<file path="src/rtl/aibcr3pnr_bsr_pkg.sv">
// Shared types, cell layout and helpers for the AIB boundary-scan / redundancy chain.
package aibcr3pnr_bsr_pkg;

  typedef enum logic [1:0] {StIdle, StLoad, StCheck} red_state_e;

  localparam int unsigned CELL  = 4;
  localparam int unsigned ODAT0 = 3;
  localparam int unsigned ITXEN = 2;
  localparam int unsigned IDAT1 = 1;
  localparam int unsigned IDAT0 = 0;

  // True when, within the low n bits, no set bit is followed by a clear bit above it.
  function automatic logic is_thermo(input logic [31:0] v, input int unsigned n);
    logic ok;
    ok = 1'b1;
    for (int unsigned i = 1; i < 32; i++) begin
      if (i < n && v[i-1] && !v[i]) ok = 1'b0;
    end
    return ok;
  endfunction

endpackage

</file>
<file path="src/rtl/aibcr3pnr_bsr_red_chain_if.sv">
// Adapter/AIB data, scan control and repair-loader signals of the redundancy chain.
interface aibcr3pnr_bsr_red_chain_if #(
  parameter int unsigned NCH = 8
);
  logic [NCH-1:0] idat0_adap;
  logic [NCH-1:0] idat1_adap;
  logic [NCH-1:0] itxen_adap;
  logic [NCH-1:0] odat0_adap;
  logic [NCH:0]   idat0_aib;
  logic [NCH:0]   idat1_aib;
  logic [NCH:0]   itxen_aib;
  logic [NCH:0]   odat0_aib;
  logic           jtag_tx_scan_in;
  logic           jtag_rx_scan_out;
  logic           jtag_tx_scanen_in;
  logic           jtag_capture_en;
  logic           jtag_update_en;
  logic           jtag_mode_in;
  logic           jtag_intest;
  logic           red_load;
  logic           red_ser_in;
  logic           red_ser_vld;
  logic           red_busy;
  logic           red_done;
  logic           red_err;
  logic [NCH-1:0] red_shift_en;

  modport slave (
    input  idat0_adap, idat1_adap, itxen_adap, odat0_aib,
    input  jtag_tx_scan_in, jtag_tx_scanen_in, jtag_capture_en, jtag_update_en,
    input  jtag_mode_in, jtag_intest, red_load, red_ser_in, red_ser_vld,
    output odat0_adap, idat0_aib, idat1_aib, itxen_aib, jtag_rx_scan_out,
    output red_busy, red_done, red_err, red_shift_en
  );

  modport master (
    output idat0_adap, idat1_adap, itxen_adap, odat0_aib,
    output jtag_tx_scan_in, jtag_tx_scanen_in, jtag_capture_en, jtag_update_en,
    output jtag_mode_in, jtag_intest, red_load, red_ser_in, red_ser_vld,
    input  odat0_adap, idat0_aib, idat1_aib, itxen_aib, jtag_rx_scan_out,
    input  red_busy, red_done, red_err, red_shift_en
  );

endinterface

</file>
<file path="src/rtl/aibcr3pnr_red_fuse_ld.sv">
// Serial repair loader: collects the redundancy vector, validates it, then applies it.
// AIBCR3PNR_RED_FUSE_PARITY_EN adds a trailing even-parity bit to the serial load.
module aibcr3pnr_red_fuse_ld
  import aibcr3pnr_bsr_pkg::*;
#(
  parameter int unsigned NCH = 8
) (
  input  logic           clk_i,
  input  logic           rst_i,
  input  logic           load_i,
  input  logic           ser_i,
  input  logic           ser_vld_i,
  output logic           busy_o,
  output logic           done_o,
  output logic           err_o,
  output logic [NCH-1:0] sh_o
);

`ifdef AIBCR3PNR_RED_FUSE_PARITY_EN
  localparam int unsigned LdBits = NCH + 1;
`else
  localparam int unsigned LdBits = NCH;
`endif
  localparam int unsigned KW = $clog2(LdBits + 1);

  red_state_e        state_q, state_d;
  logic [LdBits-1:0] stage_q, stage_d;
  logic [KW-1:0]     k_q, k_d;
  logic [NCH-1:0]    sh_q, sh_d;
  logic              done_q, done_d;
  logic              err_q, err_d;
  logic              vec_ok;

  always_comb begin
    vec_ok = is_thermo(32'(stage_q[NCH-1:0]), NCH);
`ifdef AIBCR3PNR_RED_FUSE_PARITY_EN
    // Data plus parity bit must hold an even number of ones.
    vec_ok = vec_ok & ~(^stage_q);
`endif
  end

  always_comb begin
    state_d = state_q;
    stage_d = stage_q;
    k_d     = k_q;
    sh_d    = sh_q;
    done_d  = done_q;
    err_d   = err_q;
    unique case (state_q)
      StIdle: begin
        if (load_i) begin
          state_d = StLoad;
          stage_d = '0;
          k_d     = '0;
          done_d  = 1'b0;
          err_d   = 1'b0;
        end
      end
      StLoad: begin
        if (ser_vld_i) begin
          stage_d[k_q] = ser_i;
          k_d          = k_q + KW'(1);
          if (k_q == KW'(LdBits - 1)) state_d = StCheck;
        end
      end
      StCheck: begin
        done_d  = 1'b1;
        sh_d    = vec_ok ? stage_q[NCH-1:0] : '0;
        err_d   = ~vec_ok;
        state_d = StIdle;
      end
      default: state_d = StIdle;
    endcase
  end

  always_ff @(posedge clk_i) begin
    if (rst_i) begin
      state_q <= StIdle;
      stage_q <= '0;
      k_q     <= '0;
      sh_q    <= '0;
      done_q  <= 1'b0;
      err_q   <= 1'b0;
    end else begin
      state_q <= state_d;
      stage_q <= stage_d;
      k_q     <= k_d;
      sh_q    <= sh_d;
      done_q  <= done_d;
      err_q   <= err_d;
    end
  end

  assign busy_o = (state_q != StIdle);
  assign done_o = done_q;
  assign err_o  = err_q;
  assign sh_o   = sh_q;

endmodule

</file>
<file path="src/rtl/aibcr3pnr_bsr_red_chain.sv">
// NCH-channel AIB boundary-scan chain with one spare physical channel and serial repair.
// AIBCR3PNR_RED_FUSE_PARITY_EN (see aibcr3pnr_red_fuse_ld) enables the repair parity bit.
module aibcr3pnr_bsr_red_chain
  import aibcr3pnr_bsr_pkg::*;
#(
  parameter int unsigned NCH = 8
) (
  input logic                     jtag_clkdr_in,
  input logic                     jtag_rst,
  aibcr3pnr_bsr_red_chain_if.slave bus
);

  localparam int unsigned NPH = NCH + 1;
  localparam int unsigned L   = CELL * NPH;

  logic [NCH-1:0] sh;
  logic [NPH-1:0] sh_ext, sh_prev;
  logic [NPH-1:0] tx_idat0, tx_idat1, tx_itxen;
  logic [NPH-1:0] upd_idat0, upd_idat1, upd_itxen, upd_odat0;
  logic [NCH-1:0] rx_func, rx_test;
  logic [L-1:0]   ch_q, ch_d, cap, upd_q;

  aibcr3pnr_red_fuse_ld #(
    .NCH(NCH)
  ) u_fuse_ld (
    .clk_i    (jtag_clkdr_in),
    .rst_i    (jtag_rst),
    .load_i   (bus.red_load),
    .ser_i    (bus.red_ser_in),
    .ser_vld_i(bus.red_ser_vld),
    .busy_o   (bus.red_busy),
    .done_o   (bus.red_done),
    .err_o    (bus.red_err),
    .sh_o     (sh)
  );

  assign bus.red_shift_en = sh;

  // Spare slot never owns a channel; sh_prev[p] tells whether channel p-1 moved up onto p.
  assign sh_ext  = {1'b1, sh};
  assign sh_prev = {sh, 1'b0};

  assign tx_idat0 = (~sh_ext & {1'b0, bus.idat0_adap}) | (sh_ext & sh_prev & {bus.idat0_adap, 1'b0});
  assign tx_idat1 = (~sh_ext & {1'b0, bus.idat1_adap}) | (sh_ext & sh_prev & {bus.idat1_adap, 1'b0});
  assign tx_itxen = (~sh_ext & {1'b0, bus.itxen_adap}) | (sh_ext & sh_prev & {bus.itxen_adap, 1'b0});

  always_comb begin
    cap       = '0;
    upd_idat0 = '0;
    upd_idat1 = '0;
    upd_itxen = '0;
    upd_odat0 = '0;
    for (int unsigned p = 0; p < NPH; p++) begin
      cap[CELL*p + IDAT0] = tx_idat0[p];
      cap[CELL*p + IDAT1] = tx_idat1[p];
      cap[CELL*p + ITXEN] = tx_itxen[p];
      cap[CELL*p + ODAT0] = bus.odat0_aib[p];
      upd_idat0[p]        = upd_q[CELL*p + IDAT0];
      upd_idat1[p]        = upd_q[CELL*p + IDAT1];
      upd_itxen[p]        = upd_q[CELL*p + ITXEN];
      upd_odat0[p]        = upd_q[CELL*p + ODAT0];
    end
  end

  assign rx_func = (~sh & bus.odat0_aib[NCH-1:0]) | (sh & bus.odat0_aib[NCH:1]);
  assign rx_test = (~sh & upd_odat0[NCH-1:0]) | (sh & upd_odat0[NCH:1]);

  assign bus.odat0_adap = bus.jtag_intest  ? rx_test   : rx_func;
  assign bus.idat0_aib  = bus.jtag_mode_in ? upd_idat0 : tx_idat0;
  assign bus.idat1_aib  = bus.jtag_mode_in ? upd_idat1 : tx_idat1;
  assign bus.itxen_aib  = bus.jtag_mode_in ? upd_itxen : tx_itxen;

  always_comb begin
    ch_d = ch_q;
    if (bus.jtag_tx_scanen_in) begin
      ch_d = {bus.jtag_tx_scan_in, ch_q[L-1:1]};
    end else if (bus.jtag_capture_en) begin
      ch_d = cap;
    end
  end

  always_ff @(posedge jtag_clkdr_in) begin
    if (jtag_rst) begin
      ch_q  <= '0;
      upd_q <= '0;
    end else begin
      ch_q <= ch_d;
      if (bus.jtag_update_en && !bus.jtag_tx_scanen_in) upd_q <= ch_q;
    end
  end

  assign bus.jtag_rx_scan_out = ch_q[0];

endmodule

</file>
<file path="src/flat_wrapper.sv">
// flat-port wrapper written by rule: the top's interface ports become plain ports
module aibcr3pnr_bsr_red_chain_flat import aibcr3pnr_bsr_pkg::*;
#(
  parameter int unsigned NCH = 8
)
  (jtag_clkdr_in, jtag_rst, bus_idat0_adap, bus_idat1_adap, bus_itxen_adap, bus_odat0_aib, bus_jtag_tx_scan_in, bus_jtag_tx_scanen_in, bus_jtag_capture_en, bus_jtag_update_en, bus_jtag_mode_in, bus_jtag_intest, bus_red_load, bus_red_ser_in, bus_red_ser_vld, bus_odat0_adap, bus_idat0_aib, bus_idat1_aib, bus_itxen_aib, bus_jtag_rx_scan_out, bus_red_busy, bus_red_done, bus_red_err, bus_red_shift_en);
  aibcr3pnr_bsr_red_chain_if #(.NCH(NCH)) bus_i ();
  input logic jtag_clkdr_in;
  input logic jtag_rst;
  input wire logic [$bits(bus_i.idat0_adap)-1:0] bus_idat0_adap;
  input wire logic [$bits(bus_i.idat1_adap)-1:0] bus_idat1_adap;
  input wire logic [$bits(bus_i.itxen_adap)-1:0] bus_itxen_adap;
  input wire logic [$bits(bus_i.odat0_aib)-1:0] bus_odat0_aib;
  input wire logic [$bits(bus_i.jtag_tx_scan_in)-1:0] bus_jtag_tx_scan_in;
  input wire logic [$bits(bus_i.jtag_tx_scanen_in)-1:0] bus_jtag_tx_scanen_in;
  input wire logic [$bits(bus_i.jtag_capture_en)-1:0] bus_jtag_capture_en;
  input wire logic [$bits(bus_i.jtag_update_en)-1:0] bus_jtag_update_en;
  input wire logic [$bits(bus_i.jtag_mode_in)-1:0] bus_jtag_mode_in;
  input wire logic [$bits(bus_i.jtag_intest)-1:0] bus_jtag_intest;
  input wire logic [$bits(bus_i.red_load)-1:0] bus_red_load;
  input wire logic [$bits(bus_i.red_ser_in)-1:0] bus_red_ser_in;
  input wire logic [$bits(bus_i.red_ser_vld)-1:0] bus_red_ser_vld;
  output wire logic [$bits(bus_i.odat0_adap)-1:0] bus_odat0_adap;
  output wire logic [$bits(bus_i.idat0_aib)-1:0] bus_idat0_aib;
  output wire logic [$bits(bus_i.idat1_aib)-1:0] bus_idat1_aib;
  output wire logic [$bits(bus_i.itxen_aib)-1:0] bus_itxen_aib;
  output wire logic [$bits(bus_i.jtag_rx_scan_out)-1:0] bus_jtag_rx_scan_out;
  output wire logic [$bits(bus_i.red_busy)-1:0] bus_red_busy;
  output wire logic [$bits(bus_i.red_done)-1:0] bus_red_done;
  output wire logic [$bits(bus_i.red_err)-1:0] bus_red_err;
  output wire logic [$bits(bus_i.red_shift_en)-1:0] bus_red_shift_en;
  assign bus_i.idat0_adap = bus_idat0_adap;
  assign bus_i.idat1_adap = bus_idat1_adap;
  assign bus_i.itxen_adap = bus_itxen_adap;
  assign bus_i.odat0_aib = bus_odat0_aib;
  assign bus_i.jtag_tx_scan_in = bus_jtag_tx_scan_in;
  assign bus_i.jtag_tx_scanen_in = bus_jtag_tx_scanen_in;
  assign bus_i.jtag_capture_en = bus_jtag_capture_en;
  assign bus_i.jtag_update_en = bus_jtag_update_en;
  assign bus_i.jtag_mode_in = bus_jtag_mode_in;
  assign bus_i.jtag_intest = bus_jtag_intest;
  assign bus_i.red_load = bus_red_load;
  assign bus_i.red_ser_in = bus_red_ser_in;
  assign bus_i.red_ser_vld = bus_red_ser_vld;
  assign bus_odat0_adap = bus_i.odat0_adap;
  assign bus_idat0_aib = bus_i.idat0_aib;
  assign bus_idat1_aib = bus_i.idat1_aib;
  assign bus_itxen_aib = bus_i.itxen_aib;
  assign bus_jtag_rx_scan_out = bus_i.jtag_rx_scan_out;
  assign bus_red_busy = bus_i.red_busy;
  assign bus_red_done = bus_i.red_done;
  assign bus_red_err = bus_i.red_err;
  assign bus_red_shift_en = bus_i.red_shift_en;
  aibcr3pnr_bsr_red_chain #(.NCH(NCH)) u_core (.jtag_clkdr_in(jtag_clkdr_in), .jtag_rst(jtag_rst), .bus(bus_i));
endmodule
</file>
<file path="config.mk">
export PLATFORM = sky130hd
export DESIGN_NAME = aibcr3pnr_bsr_red_chain_flat
export DESIGN_NICKNAME = d
export VERILOG_FILES = /design/src/rtl/aibcr3pnr_bsr_pkg.sv /design/src/rtl/aibcr3pnr_bsr_red_chain_if.sv /design/src/rtl/aibcr3pnr_red_fuse_ld.sv /design/src/rtl/aibcr3pnr_bsr_red_chain.sv /design/src/flat_wrapper.sv
export SDC_FILE = /design/constraint.sdc
export NUM_CORES = 1
export LEC_CHECK = 0
export BUFFER_PORTS_ARGS = -buffer_cell sky130_fd_sc_hd__buf_2
export CAP_MARGIN = 20
export CELL_PAD_IN_SITES_DETAIL_PLACEMENT = 1
export CELL_PAD_IN_SITES_GLOBAL_PLACEMENT = 2
export CORE_MARGIN = 8
export CORE_UTILIZATION = 34
export CTS_CLUSTER_SIZE = 25
export DETAILED_ROUTE_END_ITERATION = 7
export PLACE_DENSITY = 0.94
export SYNTH_ARGS = -nofsm -noshare
export SYNTH_HDL_FRONTEND = slang
export SYNTH_SLANG_ARGS = --single-unit
</file>
<file path="constraint.sdc">
create_clock -name jtag_clkdr_in -period 3 [get_ports jtag_clkdr_in]
set_input_delay 0.15 -clock jtag_clkdr_in [delete_from_list [all_inputs] [get_ports jtag_clkdr_in]]
set_output_delay 0.15 -clock jtag_clkdr_in [all_outputs]
set_load 0.1 [all_outputs]
</file>
==> results_dict.tcl <==
set metrics [dict create \
    die_area_um2 17900 \
    finalSetupViolCount 0 \
    fin_util_pct 40.4 \
    final_hold_viol_count 0 \
    detailed_place_hpwl_um 10200 \
    detail_route.drc_violations 0 \
    drt-initial-drc-count 315 \
    final_period_minus_worst_setup_slack_ns 2.08 \
    timing.slew.headroom_pct 38.9 \
    first_global_vias 4545 \
    port-buffer-count 90 \
    drtPass1Iterations 7 \
    diodes 0 \
    core-area_um2 13700 \
    setup_ws_ns 0.919 \
    grt_start_max_net_pins 72 \
    clock_pin_slew_on_the_worst_setup_and_hold_paths_ns 0.06 \
    fin_skew_ns 0.00880 \
    antenna_found_initial 0 \
    ys_types 37 \
    synth_seq_cells 96 \
    post_drt_via_cell_ratio 5.29 \
    total_power_mw 3.12 \
    timing.hold.worst.start "bus_jtag_tx_scan_in" \
    leakage_component_of_the_power_nw 2.17 \
    detail_route.wl_per_cell_um 16.7 \
    num_io_pins 91 \
    setup.worst_path.start_class "register" \
    totalNegativeSetupSlack_ns 0 \
    timing.critical_path.to_type "output pin" \
    globalRouteOverflowTotal 0 \
    yosysSeqAreaShare_pct 40.6 \
    worstPathArrival_ns 1.93 \
    hold_slack_ns 0.0935 \
    max_slew.worst_pin.slew_ns 0.915 \
    cap_viol_max_count 0 \
    initial_standard_cell_utilization_of_the_core_pct 34.5 \
    gp_congestion 0.773 \
    cts_made_buffers 9 \
    cts_hold_repair.buffers 0 \
    number_of_cells_produced_by_synthesis 616 \
    grt_first_pass_wirelength_um 23600 \
    cts_tree "yes" \
    fmax_mhz 481 \
    timing.critical_path.slowest_stage_cell "dfxtp_1" \
    vdd_drop_max_mv 0.312 \
    timing.rr.start "u_core.u_fuse_ld.state_q[0]" \
    cts_sinks 96 \
    worst_slack_at_placement_ns 1.19 \
    finish.net_count 716 \
    postCtsSetupBuffers 0 \
    synth.yosys.warnings 0 \
    power.density_cell_area_nw_per_um2 562 \
    period_share_pct 69.4 \
    post_cts_resize_count 0 \
    postRouteAntennaNets 0 \
    placementRows 43 \
    die_height_um 134 \
    crit_start "u_core.u_fuse_ld.sh_o[4]" \
    final_max_slew_viol_count 0 \
    grt_setup_unrepaired "no" \
    cts_htree_levels 3 \
    path_class "reg2out" \
    largest_fanout_of_any_net_on_the_critical_path 12 \
    min-delay-path-class "in2reg" \
    clk_root_buffer_cell "clkbuf_16" \
    post_synth.cell_area_avg_um2 7.68 \
    route.final.wire_length_um 14300 \
    final_layout_size_suffix_gt1_share_pct 18.2 \
    slowest_delay_ns 0.62 \
    clk_path_buf_depth 2 \
    overall_via_count_from_detail_route 4515 \
    postSynthNetCount 662 \
    critical_path_required_ns 2.85 \
    chipWidth_um 134 \
    flow.area_growth_from_synthesis_pct 17.2 \
    status "completed" \
    path_cells "a31oi_1 > o21ai_1 > buf_2" \
    synthesis.area_um2 4730 \
    clock_insertion_delay_worst_skew_ns 0.34 \
    groute.usage.overall_pct 16.1 \
]
sequential cells by signal, indices dropped and copies added (netlist names):
signal and count:
u_core.u_fuse_ld.stage_q 8, u_core.u_fuse_ld.err_o 1, u_core.u_fuse_ld.k_q 4, u_core.u_fuse_ld.sh_o 8, u_core.ch_q 36, u_core.upd_q 36, u_core.u_fuse_ld.state_q 2, u_core.u_fuse_ld.done_o 1
per-layer routing:
| layer | routed length, um | track usage [%] |
|---|---|---|
| met1 | 6590 | 20.2 |
| met2 | 6840 | 27.1 |
| met3 | 641 | 2.88 |
| met4 | 215 | 5.74 |
| met5 | 0 | 0 |
critical path, delay by kind of cell (launching register included):
family	cells	cell delay, ns
AOI/OAI and AO/OA	2	0.49
buffers and inverters	1	0.47
DFF	1	0.62
report_power, final:
part	switching [mW]	internal (mW)
clock network	0.480	0.771
registers	0.0297	1.31
logic	0.400	0.125
total	0.909	2.21
cells in the mapped netlist (all sizes together):
| master | number | area [um^2] |
|---|---|---|
| dfxtp | 96 | 1920 |
| o31ai | 1 | 7.51 |
| and3 | 2 | 12.5 |
| o21ai | 32 | 160 |
| a22o | 8 | 70.1 |
| a31oi | 27 | 169 |
| nor3 | 3 | 15.0 |
| and2 | 1 | 6.26 |
| nand4 | 1 | 6.26 |
| o22ai | 1 | 6.26 |
| nor4 | 2 | 27.5 |
| nand3 | 6 | 30.0 |
| and2b | 1 | 10.0 |
| a21o | 1 | 7.51 |
| nand2 | 140 | 526 |
| nand3b | 1 | 7.51 |
| or2 | 1 | 6.26 |
| nor2b | 27 | 169 |
| buf | 24 | 128 |
| nand4b | 2 | 17.5 |
| a211o | 22 | 193 |
| clkbuf | 29 | 109 |
| a21oi | 81 | 405 |
| a211oi | 2 | 15.0 |
| mux4 | 8 | 180 |
| nand2b | 10 | 70.1 |
| o211ai | 2 | 15.0 |
| nor2 | 60 | 225 |
| inv | 6 | 22.5 |
| ha | 2 | 25.0 |
| mux2i | 15 | 150 |
| a32oi | 2 | 17.5 |
layout by cell type (no fill, tap or decap), types with 2 or more instances in the layout:
master	synthesis	layout
a211o_1	22	22
a211oi_1	2	2
a21oi_1	81	81
a22o_1	8	8
a31oi_1	27	27
a32oi_1	2	2
and3_1	2	2
buf_2	21	90
buf_4	1	6
bufinv_16	0	2
clkbuf_16	0	9
clkbuf_8	0	2
dfxtp_1	96	96
ha_1	2	2
inv_1	6	6
mux2i_1	15	15
mux4_2	8	8
nand2_1	140	140
nand2b_1	9	9
nand3_1	6	6
nand4b_1	2	2
nor2_1	60	60
nor2b_1	27	26
nor3_1	3	3
o211ai_1	2	2
o21ai_0	32	5
o21ai_1	0	27
logic make-up after synthesis:
| logic type | Yosys count | synth area share (%) |
|---|---|---|
| adders and majority gates | 2 | 0.529 |
| buffers and inverters | 59 | 5.47 |
| DFF | 96 | 40.6 |
| AOI/OAI and AO/OA | 179 | 22.5 |
| and+or+nand+nor | 257 | 23.9 |
| muxes | 23 | 6.98 |
final timing paths:
kind	endpoint	slack, ns	cells past startpoint
worst max-delay path	bus_itxen_aib[4]	0.92	3
worst min-delay path	u_core.ch_q[35]	0.09	3
worst max register to register	u_core.u_fuse_ld.stage_q[6]	1.41	4
worst min register to register	u_core.upd_q[1]	0.45	2
final cells by class:
cell class	count	area, um^2
timing repair buffer	96	495
tap	180	225
clock buffer	12	256
sequential	96	1920
clock inverter	3	65.1
multi-input combinational	461	2560
inverter	6	22.5
fill	1689	8180
per-stage QoR:
stage	cells	area, um^2
2_1_floorplan	616	4730
3_3_place_gp	839	5220
3_5_place_dp	839	5220
4_1_cts	854	5540
5_1_grt	854	5540
6_report	854	5540
No activity file was read; power rests on OpenSTA's default activity.
